### config.mk
export PLATFORM = sky130hd
export DESIGN_NAME = serial_adder_ctrl_flat
export DESIGN_NICKNAME = d
export VERILOG_FILES = /design/src/rtl/serial_adder_if.sv /design/src/rtl/serial_adder_ctrl.sv /design/src/flat_wrapper.sv
export SDC_FILE = /design/constraint.sdc
export NUM_CORES = 1
export LEC_CHECK = 0
export ABC_CLOCK_PERIOD_IN_PS = 1600
export CAP_MARGIN = 20
export CORE_ASPECT_RATIO = 1.25
export CORE_MARGIN = 5
export CORE_UTILIZATION = 45
export DETAILED_ROUTE_END_ITERATION = 16
export GPL_ROUTABILITY_DRIVEN = 1
export GPL_TIMING_DRIVEN = 0
export PLACE_DENSITY_LB_ADDON = 0.05
export SETUP_SLACK_MARGIN = 0.2
export SLEW_MARGIN = 5
export SYNTH_ARGS = -nofsm -noshare
export SYNTH_HDL_FRONTEND = slang
export SYNTH_SLANG_ARGS = --single-unit
### constraint.sdc
create_clock -name CLK -period 1.6 [get_ports CLK]
set_input_delay 0.4 -clock CLK [delete_from_list [all_inputs] [get_ports CLK]]
set_output_delay 0.4 -clock CLK [all_outputs]
set_load 0.02 [all_outputs]
### src/rtl/serial_adder_if.sv
// Operand/result bundle between the serial adder controller and its requester.
interface serial_adder_if #(
    parameter int WIDTH = 8
);
    logic             START;
    logic [WIDTH-1:0] OP_A;
    logic [WIDTH-1:0] OP_B;
    logic             CIN;
    logic             BUSY;
    logic             DONE;
    logic [WIDTH-1:0] SUM;
    logic             CO;

    modport master (
        output START, OP_A, OP_B, CIN,
        input  BUSY, DONE, SUM, CO
    );

    modport slave (
        input  START, OP_A, OP_B, CIN,
        output BUSY, DONE, SUM, CO
    );
endinterface

### src/rtl/serial_adder_ctrl.sv
// Bit-serial adder: one full-adder slice reused LSB first over WIDTH cycles,
// result published with a one-cycle DONE pulse.
module serial_adder_ctrl #(
    parameter int WIDTH = 8
) (
    input  logic           CLK,
    input  logic           RST,
    serial_adder_if.slave  bus
);
    localparam int CW = $clog2(WIDTH);
    localparam logic [CW-1:0] LAST_BIT = CW'(WIDTH - 1);

    localparam logic [1:0] ST_IDLE = 2'd0;
    localparam logic [1:0] ST_ADD  = 2'd1;
    localparam logic [1:0] ST_DONE = 2'd2;

    logic [1:0]       state_q, state_d;
    logic [CW-1:0]    cnt_q, cnt_d;
    logic             carry_q, carry_d;
    logic [WIDTH-1:0] a_sr_q, a_sr_d;
    logic [WIDTH-1:0] b_sr_q, b_sr_d;
    logic [WIDTH-1:0] work_q, work_d;
    logic [WIDTH-1:0] sum_q, sum_d;
    logic             co_q, co_d;

    logic slice_a, slice_b, slice_s, slice_co;

    always_comb begin
        slice_a  = a_sr_q[0];
        slice_b  = b_sr_q[0];
        slice_s  = slice_a ^ slice_b ^ carry_q;
        slice_co = (slice_a & slice_b) | (carry_q & (slice_a ^ slice_b));

        state_d = state_q;
        cnt_d   = cnt_q;
        carry_d = carry_q;
        a_sr_d  = a_sr_q;
        b_sr_d  = b_sr_q;
        work_d  = work_q;
        sum_d   = sum_q;
        co_d    = co_q;

        case (state_q)
            ST_IDLE: begin
                if (bus.START) begin
                    a_sr_d  = bus.OP_A;
                    b_sr_d  = bus.OP_B;
                    carry_d = bus.CIN;
                    cnt_d   = '0;
                    state_d = ST_ADD;
                end
            end
            ST_ADD: begin
                work_d  = {slice_s, work_q[WIDTH-1:1]};
                carry_d = slice_co;
                a_sr_d  = a_sr_q >> 1;
                b_sr_d  = b_sr_q >> 1;
                cnt_d   = cnt_q + 1'b1;
                // The last slice result goes straight into SUM/CO so they are valid with DONE.
                if (cnt_q == LAST_BIT) begin
                    sum_d   = {slice_s, work_q[WIDTH-1:1]};
                    co_d    = slice_co;
                    state_d = ST_DONE;
                end
            end
            ST_DONE: begin
                state_d = ST_IDLE;
            end
            default: begin
                state_d = ST_IDLE;
            end
        endcase
    end

    always_ff @(posedge CLK) begin
        if (RST) begin
            state_q <= ST_IDLE;
            cnt_q   <= '0;
            carry_q <= 1'b0;
            a_sr_q  <= '0;
            b_sr_q  <= '0;
            work_q  <= '0;
            sum_q   <= '0;
            co_q    <= 1'b0;
        end else begin
            state_q <= state_d;
            cnt_q   <= cnt_d;
            carry_q <= carry_d;
            a_sr_q  <= a_sr_d;
            b_sr_q  <= b_sr_d;
            work_q  <= work_d;
            sum_q   <= sum_d;
            co_q    <= co_d;
        end
    end

    assign bus.BUSY = (state_q != ST_IDLE);
    assign bus.DONE = (state_q == ST_DONE);
    assign bus.SUM  = sum_q;
    assign bus.CO   = co_q;
endmodule

### src/flat_wrapper.sv
// flat-port wrapper written by rule: the top's interface ports become plain ports
module serial_adder_ctrl_flat 
#(
    parameter int WIDTH = 8
)
  (CLK, RST, bus_START, bus_OP_A, bus_OP_B, bus_CIN, bus_BUSY, bus_DONE, bus_SUM, bus_CO);
  serial_adder_if #(.WIDTH(WIDTH)) bus_i ();
  input  logic CLK;
  input  logic RST;
  input wire logic [$bits(bus_i.START)-1:0] bus_START;
  input wire logic [$bits(bus_i.OP_A)-1:0] bus_OP_A;
  input wire logic [$bits(bus_i.OP_B)-1:0] bus_OP_B;
  input wire logic [$bits(bus_i.CIN)-1:0] bus_CIN;
  output wire logic [$bits(bus_i.BUSY)-1:0] bus_BUSY;
  output wire logic [$bits(bus_i.DONE)-1:0] bus_DONE;
  output wire logic [$bits(bus_i.SUM)-1:0] bus_SUM;
  output wire logic [$bits(bus_i.CO)-1:0] bus_CO;
  assign bus_i.START = bus_START;
  assign bus_i.OP_A = bus_OP_A;
  assign bus_i.OP_B = bus_OP_B;
  assign bus_i.CIN = bus_CIN;
  assign bus_BUSY = bus_i.BUSY;
  assign bus_DONE = bus_i.DONE;
  assign bus_SUM = bus_i.SUM;
  assign bus_CO = bus_i.CO;
  serial_adder_ctrl #(.WIDTH(WIDTH)) u_core (.CLK(CLK), .RST(RST), .bus(bus_i));
endmodule
Word level (Yosys, flattened, before mapping)
Index checks and enable logic that the tools add are counted.
{ "word_totals": {"ff_bits": 39, "output_inout_bits": 11} }
{ "classes": {"n_addsub": 1, "eq_ne": 5, "n_mux": 11, "n_bitwise": 5, "n_reduce_logical": 6} }
{ "ops": {"columns": ["operator", "count"], "rows": [
  ["8-bit one-hot mux with 2 select lines", 2],
  ["8-bit two-way mux", 2],
  ["3-bit one-hot mux with 2 select lines", 1],
  ["2-bit AND reduction", 3],
  ["2-bit two-way mux", 2],
  ["2-bit one-hot mux with 2 select lines", 1],
  ["2-bit nonzero test", 2],
  ["3-bit by 1-bit adder with 3-bit output (second input constant)", 1],
  ["3-bit equality test (second input constant)", 1],
  ["3-bit two-way mux", 1],
  ["1-bit AND", 2],
  ["2-bit by 1-bit equality test with 1-bit output (second input constant)", 1],
  ["2-bit equality test (second input constant)", 1],
  ["2-bit logical NOT", 1],
  ["2-bit by 1-bit inequality test with 1-bit output (second input constant)", 1],
  ["2-bit inequality test (second input constant)", 1],
  ["1-bit one-hot mux with 2 select lines", 1],
  ["1-bit XOR", 2],
  ["1-bit two-way mux", 1],
  ["1-bit bitwise OR", 1]
]} }

Logic depth before layout (Yosys ltp)
{ "depth": {"word_depth": 4, "depth_mapped": 6} }

Least setup slack after synthesis
Ideal clock, no wire load.
{ "synth_path": {"path_type": "input-to-reg", "startpoint": "input port bus_START", "endpoint": "register u_core.b_sr_q[1]", "arrival_ns": 1.116, "setup_slack_ns": 0.351, "stages": 5, "path_buffers": 2, "cell_sequence": "or3b_1 -> buf_2 -> buf_6 -> nor2_1 -> nor4_1"} }
{ "synth_between": {"elab_chain_cells": 2} }
{ "synth_rtl": {"columns": ["item", "line", "rtl"], "rows": [
  ["start, declared", "flat_wrapper.sv:10", "input wire logic [$bits(bus_i.START)-1:0] bus_START;"],
  ["2-bit inequality test (no line)", null, null],
  ["2-bit AND reduction (no line)", null, null],
  ["end signal, assigned", "serial_adder_ctrl.sv:90", "b_sr_q <= b_sr_d;"],
  ["end, declared", "serial_adder_ctrl.sv:21", "logic [WIDTH-1:0] b_sr_q, b_sr_d;"]
]} }
No other way between the ends.
A chain may end at the register's enable or synchronous reset.

Worst setup path after layout
{ "layout_path": {"startpoint": "register u_core.state_q[0]", "endpoint": "output port bus_BUSY"} }
{ "layout_between": {"elab_chain_cells": 1} }
{ "layout_rtl": {"columns": ["item", "line", "rtl"], "rows": [
  ["start, declared", "serial_adder_ctrl.sv:17", "logic [1:0] state_q, state_d;"],
  ["start signal, assigned", "serial_adder_ctrl.sv:86", "state_q <= state_d;"],
  ["2-bit nonzero test", "serial_adder_ctrl.sv:97", "assign bus.BUSY = (state_q != ST_IDLE);"],
  ["end, declared", "flat_wrapper.sv:14", "output wire logic [$bits(bus_i.BUSY)-1:0] bus_BUSY;"]
]} }
No other way between the ends.

==> summary.md <==
| Metric | Value |
|---|---|
| Ranking of synthesized cells by area | `dfxtp_1, nor2_1, nor4_1` |
| Largest family of logic cells by synthesized area | `simple AND/OR/NAND/NOR gates` |
| Share of cells above drive strength 1 | `0.244` |
| Critical path launch point type | `register` |
| CTS tree | `built` |
| Simple-gate share of the synthesized area | `0.316` |
| Internal power | `roughly 1.5 mW` |
| Diode count | `0` |
| CTS HTree Levels | `2` |
| Leading cell types in the layout, fill and taps excluded | `nor2_1, dfxtp_1, nand2_1` |
| # clock sinks | `38` |
| Sequential-to-total area share from yosys stat | `0.500` |
| Vias per cell | `between 5 and 6` |
| Logic pwr share | `0.159` |
| Pwr/cell area | `896 nW/um^2` |
| Clock power frac | `0.337` |
| Initial Util | `0.472` |
| Skew final | `0.00475 ns` |
| Max Fanout on Critical Path | `5` |
| Most common cell after layout, fill and taps aside | `nor2_1` |
| RR Startpoint | `u_core.state_q[0]$_SDFFE_PP0P_` |
| Worst path cell trace | `buf_6, or2_4, buf_6` |
| Via count | `between 1,000 and 1,500` |
| Type of the most critical hold path | `reg2reg` |
| Endpoint type of the worst setup path | `output pin` |
| Rel. slew slack | `0.650` |
| WP data required | `between 1 and 1.5 ns` |
| Cell taking the most area after synthesis | `dfxtp_1` |
| Sequential share of power | `0.504` |
| Top cell by count, worst path | `buf_6` |
| Cells after Synth | `roughly 190` |
| Reg2reg setup slack | `0.19 ns` |
| Die area | `~4600 sq um` |
| First drt pass iteration count | `5` |
| Reg clk slew, reported paths | `approximately 0.070 ns` |
| Worst hold start | `u_core.bus.SUM[3]$_SDFFE_PP0P_` |
| Highest ir drop seen on vdd | `803 uV` |
| Mapped Avg Cell Area | `around 8.0 sq um` |
| Area grow syn2layout | `48.4%` |
| Slowest cell delay on critical path | `0.33 ns` |
| Slowest CP cell | `dfxtp_2` |
| Hold depth | `2` |
| Vias in the first global route | `around 1,300` |
| Mapped Area | `approximately 1500 sq um` |
| Sw power | `0.513 mW` |
| DP HPWL | `2420 um` |
| CORE AREA | `3220 sq um` |
| Total congestion overflow | `0` |
| WL final | `3900 um` |
| Routed len/inst | `13.8 um` |
| Share of the synthesized area in the top cell type | `0.500` |
| Post-route ant nets | `0` |
| Die X | `~62 um` |
| Synth Area in Adders | `0.0296` |
| # nets final | `268` |
| Hold Path End | `u_core.bus.SUM[3]$_SDFFE_PP0P_` |
| Critical path arrival | `1.10 ns` |
| Initial antenna violation count | `0` |
| Rows | `23` |
| Iteration-0 DRC Markers | `56` |
| Static Leak | `0.936 nW` |
| Type of the worst setup path | `reg2out` |
| Final GP Congestion | `0.788` |
| Slew @ Worst Pin | `0.525 ns` |
| Post-synthesis cell type count | `25` |
| # DRC | `0` |
| Unrepaired setup endpoints after global routing | `yes` |
| Clk_lat worst skew | `0.29 ns` |
| # setup viols final | `0` |
| CTS buffer count | `5` |
| Final slew viol count | `0` |
| Final Util | `0.700` |
| IO Count | `31` |
| Die Ht | `75.0 um` |
| #FFs+latches synth | `38` |
| Total of max-cap violations | `0` |
| Port buffer count | `29` |
| Status | `completed` |
| Final min period | `~1.5 ns` |
| Post-Synth XOR/XNOR Area | `0` |
| Max clock buf depth | `2` |
| Reg2reg end | `u_core.a_sr_q[4]$_SDFFE_PP0P_` |
| YS warnings | `0` |
| Depth of the worst register-to-register path | `6` |
| Fin Hold WS | `approximately 0.45 ns` |
| Net Count, Synth | `212` |
| Final period utilization | `0.938` |
| Global Route Usage Sum | `0.158` |
| Mux cell area share after synthesis | `0.0132` |
| Clock root buffer | `clkbuf_8` |
| Hold Fails Final Rpt | `0` |
| First-pass GRT wire length | `approximately 5500 um` |
| Compound-Gate Fraction of Synth Area | `0.0872` |
| Highest clock rate | `667 MHz` |
| Hold_buf cts | `0` |
| Sw Share | `0.254` |
| Largest net degree at the start of global routing | `12` |
-- flip-flops by register name, indices dropped and copies added, names as in the netlist --
| signal | count |
|---|---|
| u_core.b_sr_q | 8 |
| u_core.state_q | 2 |
| u_core.cnt_q | 3 |
| u_core.work_q | 7 |
| u_core.a_sr_q | 8 |
| u_core.bus.CO | 1 |
| u_core.carry_q | 1 |
| u_core.bus.SUM | 8 |
-- routing by layer --
| metal | GRT usage | part of all wire | vias up |
|---|---|---|---|
| li1 | - | - | 742 |
| met1 | 0.190 | 0.39 | 684 |
| met2 | 0.266 | 0.56 | 35 |
| met3 | 0.0360 | 0.042 | 9 |
| met4 | 0.0684 | 0.014 | 0 |
| met5 | 0 | 0 | - |
-- cell families (layout without fill, tap and decap cells) --
logic type | count (synthesis) | after routing
adder cells (fa/ha/maj) | 3 | 3
AND/OR/NAND/NOR | 107 | 107
AO/OA/AOI/OAI | 24 | 24
multiplexers | 2 | 2
flip-flops | 38 | 38
buffers and inverters | 15 | 72
-- how the worst max path moves through the flow --
stage                                   startpoint                            end  slack [ns]  depth (start not counted)
global placement                         bus_START    u_core.carry_q$_SDFFE_PP0P_       -0.32                          6
CTS                 u_core.state_q[0]$_SDFFE_PP0P_                       bus_BUSY        0.01                          3
detailed placement                       bus_START  u_core.b_sr_q[6]$_SDFFE_PP0P_       -0.34                          6
floorplan                                bus_START  u_core.b_sr_q[1]$_SDFFE_PP0P_        0.35                          5
global route        u_core.state_q[0]$_SDFFE_PP0P_                       bus_BUSY        0.08                          3
finish              u_core.state_q[0]$_SDFFE_PP0P_                       bus_BUSY         0.1                          3
-- through the flow --
step	cells	setup TNS, ns	instance area, sq um	setup WS [ns]	power (mW)
2_1_floorplan	189	0	1520	0.351	1.17
3_3_place_gp	255	-4.21	1860	-0.322	1.25
3_5_place_dp	255	-4.43	1860	-0.340	1.26
4_1_cts	265	0	1960	0.0100	1.93
5_1_grt	283	0	2260	0.0755	2.10
6_report	283	0	2260	0.0999	2.02
-- worst max-delay path: cells and delay by family, from the launching register on --
family	cells	cell delay, ns
buf+inv	2	0.25
simple gates	1	0.24
flops	1	0.33
-- repair_timing --
item | 4_1_cts | 5_1_grt
gates resized for setup | 27 | 40
hold endpoints to repair | 0 | 0
buffers inserted | 2 | 17
cloned | 0 | 1
pin swaps | 0 | 3
setup endpoints to repair | 28 | 23
-- synth_stat cells --
library cell / instances
nand3_1: 9
buf_6: 1
a22oi_1: 2
mux2i_1: 2
o21ai_0: 2
o21ba_2: 1
nor2_1: 50
buf_4: 3
nand2_1: 23
buf_1: 1
fa_1: 1
buf_2: 5
or2_2: 1
clkbuf_1: 4
nand2b_1: 1
ha_1: 2
nor2b_1: 3
or3b_1: 1
nor4_1: 15
a21oi_1: 18
o21bai_1: 1
nor3_1: 1
dfxtp_1: 38
inv_1: 1
nand3b_1: 3
-- power groups by stage --
stage	Sequential [mW]	Clock [mW]	Combinational, mW
2_1_floorplan	1.03	0	0.139
3_3_place_gp	1.04	0	0.214
3_5_place_dp	1.04	0	0.222
4_1_cts	1.02	0.686	0.224
5_1_grt	1.02	0.730	0.347
6_report	1.02	0.682	0.321
-- area by class of cell --
class,instances,area (sq um)
Inverter,1,3.75
Timing Repair Buffer,49,453
Fill cell,252,967
Buffer,14,119
Clock inverter,1,5.00
Sequential cell,38,763
Clock buffer,7,86.3
Multi-Input combinational cell,136,779
Tap cell,37,46.3
No activity file was read; power rests on OpenSTA's default activity.
